### src/rtl/alu_op_sequencer.sv
// alu_op_sequencer
// Purpose: accepts one ALU request at a time, decodes funct into the controls of
// an external combinational N-bit ALU, holds operands stable for SETTLE cycles,
// captures the ALU outputs and presents a response held until consumed.
// Ports:
//   clk, rst_n                      clock, asynchronous active-low reset
//   req_valid/req_ready             request handshake (ready only in IDLE)
//   req_funct, req_a, req_b         operation code and operands
//   alu_in1, alu_in2                operands to the ALU (0 outside EXEC)
//   alu_ainvert, alu_bnegate, alu_op  ALU controls (0 outside EXEC)
//   alu_result, alu_overflow, alu_zero  combinational ALU outputs
//   rsp_valid/rsp_ready             response handshake
//   rsp_result, rsp_overflow, rsp_zero, rsp_err  captured response fields
// Configuration:
//   ALU_SEQ_OVF_TRAP_EN  when defined, ADD/SUB overflow reports rsp_err=1 and a
//                        zero result (rsp_overflow still 1).
module alu_op_sequencer #(
    parameter int unsigned WIDTH  = 32,
    parameter int unsigned SETTLE = 2
) (
    input  logic             clk,
    input  logic             rst_n,
    input  logic             req_valid,
    output logic             req_ready,
    input  logic [3:0]       req_funct,
    input  logic [WIDTH-1:0] req_a,
    input  logic [WIDTH-1:0] req_b,
    output logic [WIDTH-1:0] alu_in1,
    output logic [WIDTH-1:0] alu_in2,
    output logic             alu_ainvert,
    output logic             alu_bnegate,
    output logic [1:0]       alu_op,
    input  logic [WIDTH-1:0] alu_result,
    input  logic             alu_overflow,
    input  logic             alu_zero,
    output logic             rsp_valid,
    input  logic             rsp_ready,
    output logic [WIDTH-1:0] rsp_result,
    output logic             rsp_overflow,
    output logic             rsp_zero,
    output logic             rsp_err
);

    localparam int unsigned CNT_W = 4;
    localparam logic [CNT_W-1:0] CNT_LOAD = CNT_W'(SETTLE - 1);

    typedef enum logic [1:0] {
        S_IDLE = 2'd0,
        S_EXEC = 2'd1,
        S_RESP = 2'd2
    } state_t;

    state_t             r_state, w_state_nxt;
    logic [CNT_W-1:0]   r_cnt, w_cnt_nxt;
    logic [3:0]         r_funct, w_funct_nxt;
    logic [WIDTH-1:0]   r_alu_in1, w_alu_in1_nxt;
    logic [WIDTH-1:0]   r_alu_in2, w_alu_in2_nxt;
    logic               r_ainvert, w_ainvert_nxt;
    logic               r_bnegate, w_bnegate_nxt;
    logic [1:0]         r_op, w_op_nxt;
    logic               r_req_ready, w_req_ready_nxt;
    logic               r_rsp_valid, w_rsp_valid_nxt;
    logic [WIDTH-1:0]   r_rsp_result, w_rsp_result_nxt;
    logic               r_rsp_ovf, w_rsp_ovf_nxt;
    logic               r_rsp_zero, w_rsp_zero_nxt;
    logic               r_rsp_err, w_rsp_err_nxt;

    logic               w_req_legal;
    logic               w_is_addsub;
    logic               w_ovf;

    // Legal operation codes: AND, OR, ADD, SUB, SLT, NOR
    always_comb begin
        w_req_legal = 1'b0;
        case (req_funct)
            4'b0000, 4'b0001, 4'b0010,
            4'b0110, 4'b0111, 4'b1100: w_req_legal = 1'b1;
            default:                   w_req_legal = 1'b0;
        endcase
    end

    // Overflow is only meaningful for the adder operations
    assign w_is_addsub = (r_funct == 4'b0010) || (r_funct == 4'b0110);
    assign w_ovf       = w_is_addsub & alu_overflow;

    // State register and all registered outputs
    always_ff @(posedge clk or negedge rst_n) begin
        if (!rst_n) begin
            r_state      <= S_IDLE;
            r_cnt        <= '0;
            r_funct      <= '0;
            r_alu_in1    <= '0;
            r_alu_in2    <= '0;
            r_ainvert    <= 1'b0;
            r_bnegate    <= 1'b0;
            r_op         <= '0;
            r_req_ready  <= 1'b1;
            r_rsp_valid  <= 1'b0;
            r_rsp_result <= '0;
            r_rsp_ovf    <= 1'b0;
            r_rsp_zero   <= 1'b0;
            r_rsp_err    <= 1'b0;
        end else begin
            r_state      <= w_state_nxt;
            r_cnt        <= w_cnt_nxt;
            r_funct      <= w_funct_nxt;
            r_alu_in1    <= w_alu_in1_nxt;
            r_alu_in2    <= w_alu_in2_nxt;
            r_ainvert    <= w_ainvert_nxt;
            r_bnegate    <= w_bnegate_nxt;
            r_op         <= w_op_nxt;
            r_req_ready  <= w_req_ready_nxt;
            r_rsp_valid  <= w_rsp_valid_nxt;
            r_rsp_result <= w_rsp_result_nxt;
            r_rsp_ovf    <= w_rsp_ovf_nxt;
            r_rsp_zero   <= w_rsp_zero_nxt;
            r_rsp_err    <= w_rsp_err_nxt;
        end
    end

    // Next-state and next-output logic
    always_comb begin
        w_state_nxt      = r_state;
        w_cnt_nxt        = r_cnt;
        w_funct_nxt      = r_funct;
        w_alu_in1_nxt    = r_alu_in1;
        w_alu_in2_nxt    = r_alu_in2;
        w_ainvert_nxt    = r_ainvert;
        w_bnegate_nxt    = r_bnegate;
        w_op_nxt         = r_op;
        w_rsp_valid_nxt  = r_rsp_valid;
        w_rsp_result_nxt = r_rsp_result;
        w_rsp_ovf_nxt    = r_rsp_ovf;
        w_rsp_zero_nxt   = r_rsp_zero;
        w_rsp_err_nxt    = r_rsp_err;

        case (r_state)
            S_IDLE: begin
                if (req_valid) begin
                    w_funct_nxt = req_funct;
                    if (w_req_legal) begin
                        // ALU registers double as the captured operands
                        w_state_nxt   = S_EXEC;
                        w_cnt_nxt     = CNT_LOAD;
                        w_alu_in1_nxt = req_a;
                        w_alu_in2_nxt = req_b;
                        w_ainvert_nxt = req_funct[3];
                        w_bnegate_nxt = req_funct[2];
                        w_op_nxt      = req_funct[1:0];
                    end else begin
                        // Illegal code: answer immediately, never touch the ALU
                        w_state_nxt      = S_RESP;
                        w_rsp_valid_nxt  = 1'b1;
                        w_rsp_result_nxt = '0;
                        w_rsp_ovf_nxt    = 1'b0;
                        w_rsp_zero_nxt   = 1'b0;
                        w_rsp_err_nxt    = 1'b1;
                    end
                end
            end

            S_EXEC: begin
                if (r_cnt == '0) begin
                    w_state_nxt      = S_RESP;
                    w_rsp_valid_nxt  = 1'b1;
                    w_rsp_zero_nxt   = alu_zero;
                    w_rsp_ovf_nxt    = w_ovf;
`ifdef ALU_SEQ_OVF_TRAP_EN
                    w_rsp_result_nxt = w_ovf ? '0 : alu_result;
                    w_rsp_err_nxt    = w_ovf;
`else
                    w_rsp_result_nxt = alu_result;
                    w_rsp_err_nxt    = 1'b0;
`endif
                    w_cnt_nxt        = '0;
                    w_alu_in1_nxt    = '0;
                    w_alu_in2_nxt    = '0;
                    w_ainvert_nxt    = 1'b0;
                    w_bnegate_nxt    = 1'b0;
                    w_op_nxt         = '0;
                end else begin
                    w_cnt_nxt = r_cnt - CNT_W'(1);
                end
            end

            S_RESP: begin
                if (rsp_ready) begin
                    w_state_nxt      = S_IDLE;
                    w_rsp_valid_nxt  = 1'b0;
                    w_rsp_result_nxt = '0;
                    w_rsp_ovf_nxt    = 1'b0;
                    w_rsp_zero_nxt   = 1'b0;
                    w_rsp_err_nxt    = 1'b0;
                end
            end

            default: begin
                w_state_nxt = S_IDLE;
            end
        endcase

        w_req_ready_nxt = (w_state_nxt == S_IDLE);
    end

    assign req_ready    = r_req_ready;
    assign alu_in1      = r_alu_in1;
    assign alu_in2      = r_alu_in2;
    assign alu_ainvert  = r_ainvert;
    assign alu_bnegate  = r_bnegate;
    assign alu_op       = r_op;
    assign rsp_valid    = r_rsp_valid;
    assign rsp_result   = r_rsp_result;
    assign rsp_overflow = r_rsp_ovf;
    assign rsp_zero     = r_rsp_zero;
    assign rsp_err      = r_rsp_err;

endmodule

### config.mk
export PLATFORM = sky130hd
export DESIGN_NAME = alu_op_sequencer
export DESIGN_NICKNAME = d
export VERILOG_FILES = /design/src/rtl/alu_op_sequencer.sv
export SDC_FILE = /design/constraint.sdc
export NUM_CORES = 1
export LEC_CHECK = 0
export BUFFER_PORTS_ARGS = -buffer_cell sky130_fd_sc_hd__buf_4
export CORE_UTILIZATION = 33
export DETAILED_ROUTE_END_ITERATION = 16
export PLACE_DENSITY = 0.63
export RECOVER_POWER = 100
export SYNTH_ARGS = -nofsm -noshare
export SYNTH_HDL_FRONTEND = slang
export SYNTH_SLANG_ARGS = --single-unit
### constraint.sdc
create_clock -name clk -period 5.71 [get_ports clk]
set_input_delay 1.4275 -clock clk [delete_from_list [all_inputs] [get_ports clk]]
set_output_delay 1.4275 -clock clk [all_outputs]
set_load 0.03 [all_outputs]
Yosys cells after proc, flatten, opt, wreduce, memory -nomap -nowiden. Index checks and enable logic that the tools add are counted.

Word-level logic and storage cells: 87. Output and inout port bits: 105. Register bits: 115.

Add/sub/neg operators: 1. Muxes and demuxes: 45. Reductions and logical operators: 12. Eq/ne operators: 14. Bitwise logic cells: 1.

Operators by type and width (number): 32-bit two-way mux (9); 32-bit one-hot mux with 2 select lines (2); 32-bit one-hot mux with 3 select lines (1); 1-bit two-way mux (14); 2-bit two-way mux (7); 4-bit by 3-bit equality test with 1-bit output (second input constant) (3); 4-bit two-way mux (3); 1-bit one-hot mux with 3 select lines (4); 2-bit != test (second input constant) (5); 4-bit by 2-bit equality test with 1-bit output (second input constant) (2); 4-bit logical NOT (2); 4-bit one-hot mux with 2 select lines (1); 2-bit one-hot mux with 3 select lines (1); 6-bit OR reduction (1); 5-bit AND reduction (1); 4-bit by 1-bit equality test with 1-bit output (second input constant) (1); 4-bit equality test (second input constant) (1); 2-bit logical NOT (2); 1-bit one-hot mux with 2 select lines (2); 2-bit one-hot mux with 2 select lines (1); 4-bit AND reduction (1); 4-bit by 1-bit subtractor with 4-bit output (second input constant) (1); 3-bit AND reduction (1); 3-bit nonzero test (1); 6 further kinds (6).

Depth between registers and ports, before layout.
Depth in word-level cells: 7. Gate-level depth with buffers: 8.

Worst setup path before layout. Ideal clock, no wire load.

Path type: in2reg. Start: in req_funct[0]. End: reg r_alu_in1[13], in the netlist alu_in1[13]. Stages: 6. Path buffers: 2. Data arrival time: 2.710 ns. Path slack: 2.880 ns. Data required time: 5.589 ns. Cell sequence: or3b_1 a21oi_2 o21ai_1 buf_2 buf_6 a22o_1.

Cells in the longest elaborated chain, start to end: 5. Elaborated cells on any way between the ends: 10. Those cells by class: eq/ne: 6; mux: 1; reduce/logical: 3.

RTL lines: from (decl) (line 25) `input logic [3:0] req_funct,`; 4-bit by 1-bit equality test with 1-bit output, or another cell as far along (line 75) `case (req_funct)`; 6-bit OR reduction * (line 75); 1-bit two-way mux * (line 75); 2-bit != test (no source line) *; 4-bit AND reduction (no source line) *; to (signal assigned) (line 107) `r_alu_in1 <= w_alu_in1_nxt;`; to (decl) (line 56) `logic [WIDTH-1:0] r_alu_in1, w_alu_in1_nxt;`.

Every way passes the cells marked *; elsewhere a longest branch is shown, timed or not. A chain may end at the register's enable or synchronous reset.

Worst setup path in the final report.
Start: in req_funct[3]. End: reg r_alu_in1[9], in the netlist alu_in1[9].

The elaborated chain is that of the path after synthesis.

==> metrics.yaml <==
coreArea_mm2: 0.0128
cts.sinks: 114
path_clk_slew_ns: 0.05
ir_drop_uv: 262
status: "finished with violations"
fin_crit_sh_pct: 65.8
yosysUniqueCellTypes: 42
violations: "capacitance limit, slew limit"
num_io_pins: 211
synthCells: 298
crit_cells: 6
seq_area_mm2: 0.00285
setup_tns_ns: 0
cts_tree: "built"
ant_nets: 0
cp_cell_sequence: "buf_4, or3b_1, o211a_2, nor3_4, clkbuf_1, a22o_1"
track_usage_pct: 17.4
path_class: "primary input to flip-flop"
multiInputGateArea_mm2: 0.00135
layout-drive-gt1-share_pct: 28.4
synth.net_count: 409
vias_per_cell: 4.87
post_drt_wl_per_cell_um: 16.2
worstPathRequired_ns: 6.05
reg2reg_depth: 6
fin_util_pct: 48.8
drc: 0
htree_levels: 4
cp_data_arrival_time_ns: 4.09
slew_violations: 115
cp_slowest_stage_delay_ns: 0.88
drt_first_iter_violations: 130
cts_hold_buf: 0
cts-root-buf: "clkbuf_16"
clockBufferDepth: 2
end_kind: "flip-flop"
nets: 622
synth_ff_type: "dfrtp_1"
post_cts_buffers: 0
setup_viol: 0
hold_slack_ns: 0.501
finalCriticalPeriod_ns: 3.76
syn-cell-area_mm2: 0.00440
dp.cells: 664
startpoint: "req_funct[3]"
yosys_warnings: 0
antenna_found_initial: 0
dieArea_mm2: 0.0138
die_h_um: 117
place_congestion: 0.783
finalPower_mw: 4.12
grt_pass1_vias: 3514
final_cells: 696
rr_startpoint: "r_state[0]$_DFF_PN0_"
design_area_mm2: 0.00626
placed_cell_area_mm2: 0.00607
io_buffers: 210
worst_r2r_endpoint: "alu_in1[9]$_DFFE_PN0P_"
routed_wl_um: 11200
hold_path.class: "flip-flop to flip-flop"
grt_pass1_wl_um: 18700
clkLatencyLatePin_ns: 0.41
hold_violations: 0
p_leak_nw: 2.97
critPathMaxFanout: 28
synth_edf_count: 0
reg2reg_setup_slack_ns: 2.63
nFillCells: 1253
cts.repair.resized: 0
crit_slowest_cell: "nor3_4"
relSlewSlack_pct: -26.4
firstDrtPassIters: 5
area_delta_synth_final_pct: 42.4
dp_hpwl_um: 7660
ys_ff_latch: 114
dp_slack_ns: 1.91
seq_area_frac_synth_pct: 64.9
syn_avg_cell_area_um2: 14.8
grt_overflow: 0
cp-start-kind: "primary input"
fin_worst_skew_ns: 0.00690
grt_max_degree: 79
async_reset_ff_share_pct: 100
vias: 3391
critical_path_buf_inv_count: 2
num_antenna_cells: 0
row_count: 41
tightestPinTransition_ns: 1.90
start_util_pct: 34.3
fmax_mhz: 266
die_w_um: 117
crit_family: "simple AND/OR/NAND/NOR gates"
worstSetupEndpoint: "alu_in1[9]$_DFFE_PN0P_"
cts_buffers: 17
power_density_mw_per_mm2: 658
layout_setup_ws_ns: 1.95
rsz0062_at_grt: "no"
drv_cap: 2
## synthesized netlist by cell type, drive strengths merged, types with 2 or more instances
cell type	n	share of area (%)
ha	5	1.4
o211a	2	0.46
a21oi	2	0.31
clkbuf	4	0.34
nor2	2	0.17
or3b	2	0.46
a32o	2	0.46
nand2	3	0.31
o22ai	2	0.28
nor2b	3	0.43
mux2	4	1.0
mux2i	2	0.46
dfrtp	113	64
nor3	3	0.60
o21ai	6	0.77
a22o	103	21
buf	17	3.5
inv	8	0.68
## how the worst min path moves through the flow
stage / startpoint / endpoint / slack [ns] / cells past startpoint
2_1_floorplan: r_funct[1]$_DFFE_PN0P_ / r_funct[1]$_DFFE_PN0P_ / 0.48 / 1
3_3_place_gp: rsp_result[13]$_DFFE_PN0P_ / rsp_result[13]$_DFFE_PN0P_ / 0.49 / 1
3_5_place_dp: alu_in2[21]$_DFFE_PN0P_ / alu_in2[21]$_DFFE_PN0P_ / 0.49 / 1
4_1_cts: alu_in2[17]$_DFFE_PN0P_ / alu_in2[17]$_DFFE_PN0P_ / 0.51 / 1
5_1_grt: rsp_result[17]$_DFFE_PN0P_ / rsp_result[17]$_DFFE_PN0P_ / 0.52 / 1
6_report: rsp_result[2]$_DFFE_PN0P_ / rsp_result[2]$_DFFE_PN0P_ / 0.50 / 1
## per-layer routing
metal  routed length (µm)  global-route usage (%)  part of all wire (%)  vias to the layer above
li1                     -                       -                     -                     1581
met5                    0                       0                     0                        -
met1                 5020                    22.7                    45                     1659
met2                 5360                    26.6                    48                      136
met4                  147                    6.49                   1.3                        0
met3                  721                    6.03                   6.4                       15
## sequential cells by signal (all words and copies together), names as in the netlist
register and flops:
r_state 2, rsp_zero 1, r_cnt 4, rsp_valid 1, alu_op 2, r_funct 3, rsp_overflow 1, alu_in1 32
alu_in2 32, rsp_result 32, alu_ainvert 1, alu_bnegate 1, rsp_err 1, req_ready 1
## placed cells by master (no fill, tap or decap), types with 4 or more instances in the layout
cell | netlist | final
dfrtp_1 | 113 | 113
clkbuf_1 | 4 | 111
a22o_1 | 103 | 103
buf_4 | 2 | 103
clkbuf_16 | 0 | 17
inv_1 | 8 | 8
o21ai_0 | 3 | 5
ha_1 | 5 | 5
clkinv_2 | 0 | 5
mux2_2 | 4 | 4
clkbuf_8 | 0 | 4
## layout make-up
cell class	instances	share of cell area (%)
timing repair buffer	215	19.1
tap	172	3.44
sequential	114	45.6
clock buffer	22	7.73
clock inverter	10	2.08
multi-input combinational	155	21.6
inverter	8	0.480
## power breakdown
group / switching [mW] / total (mW) / internal [mW] / leakage, nW
clock network: 0.352 / 1.08 / 0.727 / 0.302
registers: 0.193 / 1.34 / 1.15 / 1.48
logic: 1.16 / 1.70 / 0.537 / 1.18
total: 1.70 / 4.12 / 2.41 / 2.97
## kinds of logic after synthesis
family | Yosys count | share of synthesized area [%]
flip-flops | 114 | 64.9
multiplexers | 6 | 1.48
XOR/XNOR | 1 | 0.199
adder cells (fa/ha/maj) | 5 | 1.42
buffers and inverters | 29 | 4.50
AND/OR/NAND/NOR | 18 | 2.79
AO/OA/AOI/OAI | 125 | 24.7
Note: power is estimated with default switching activity, not from simulation.
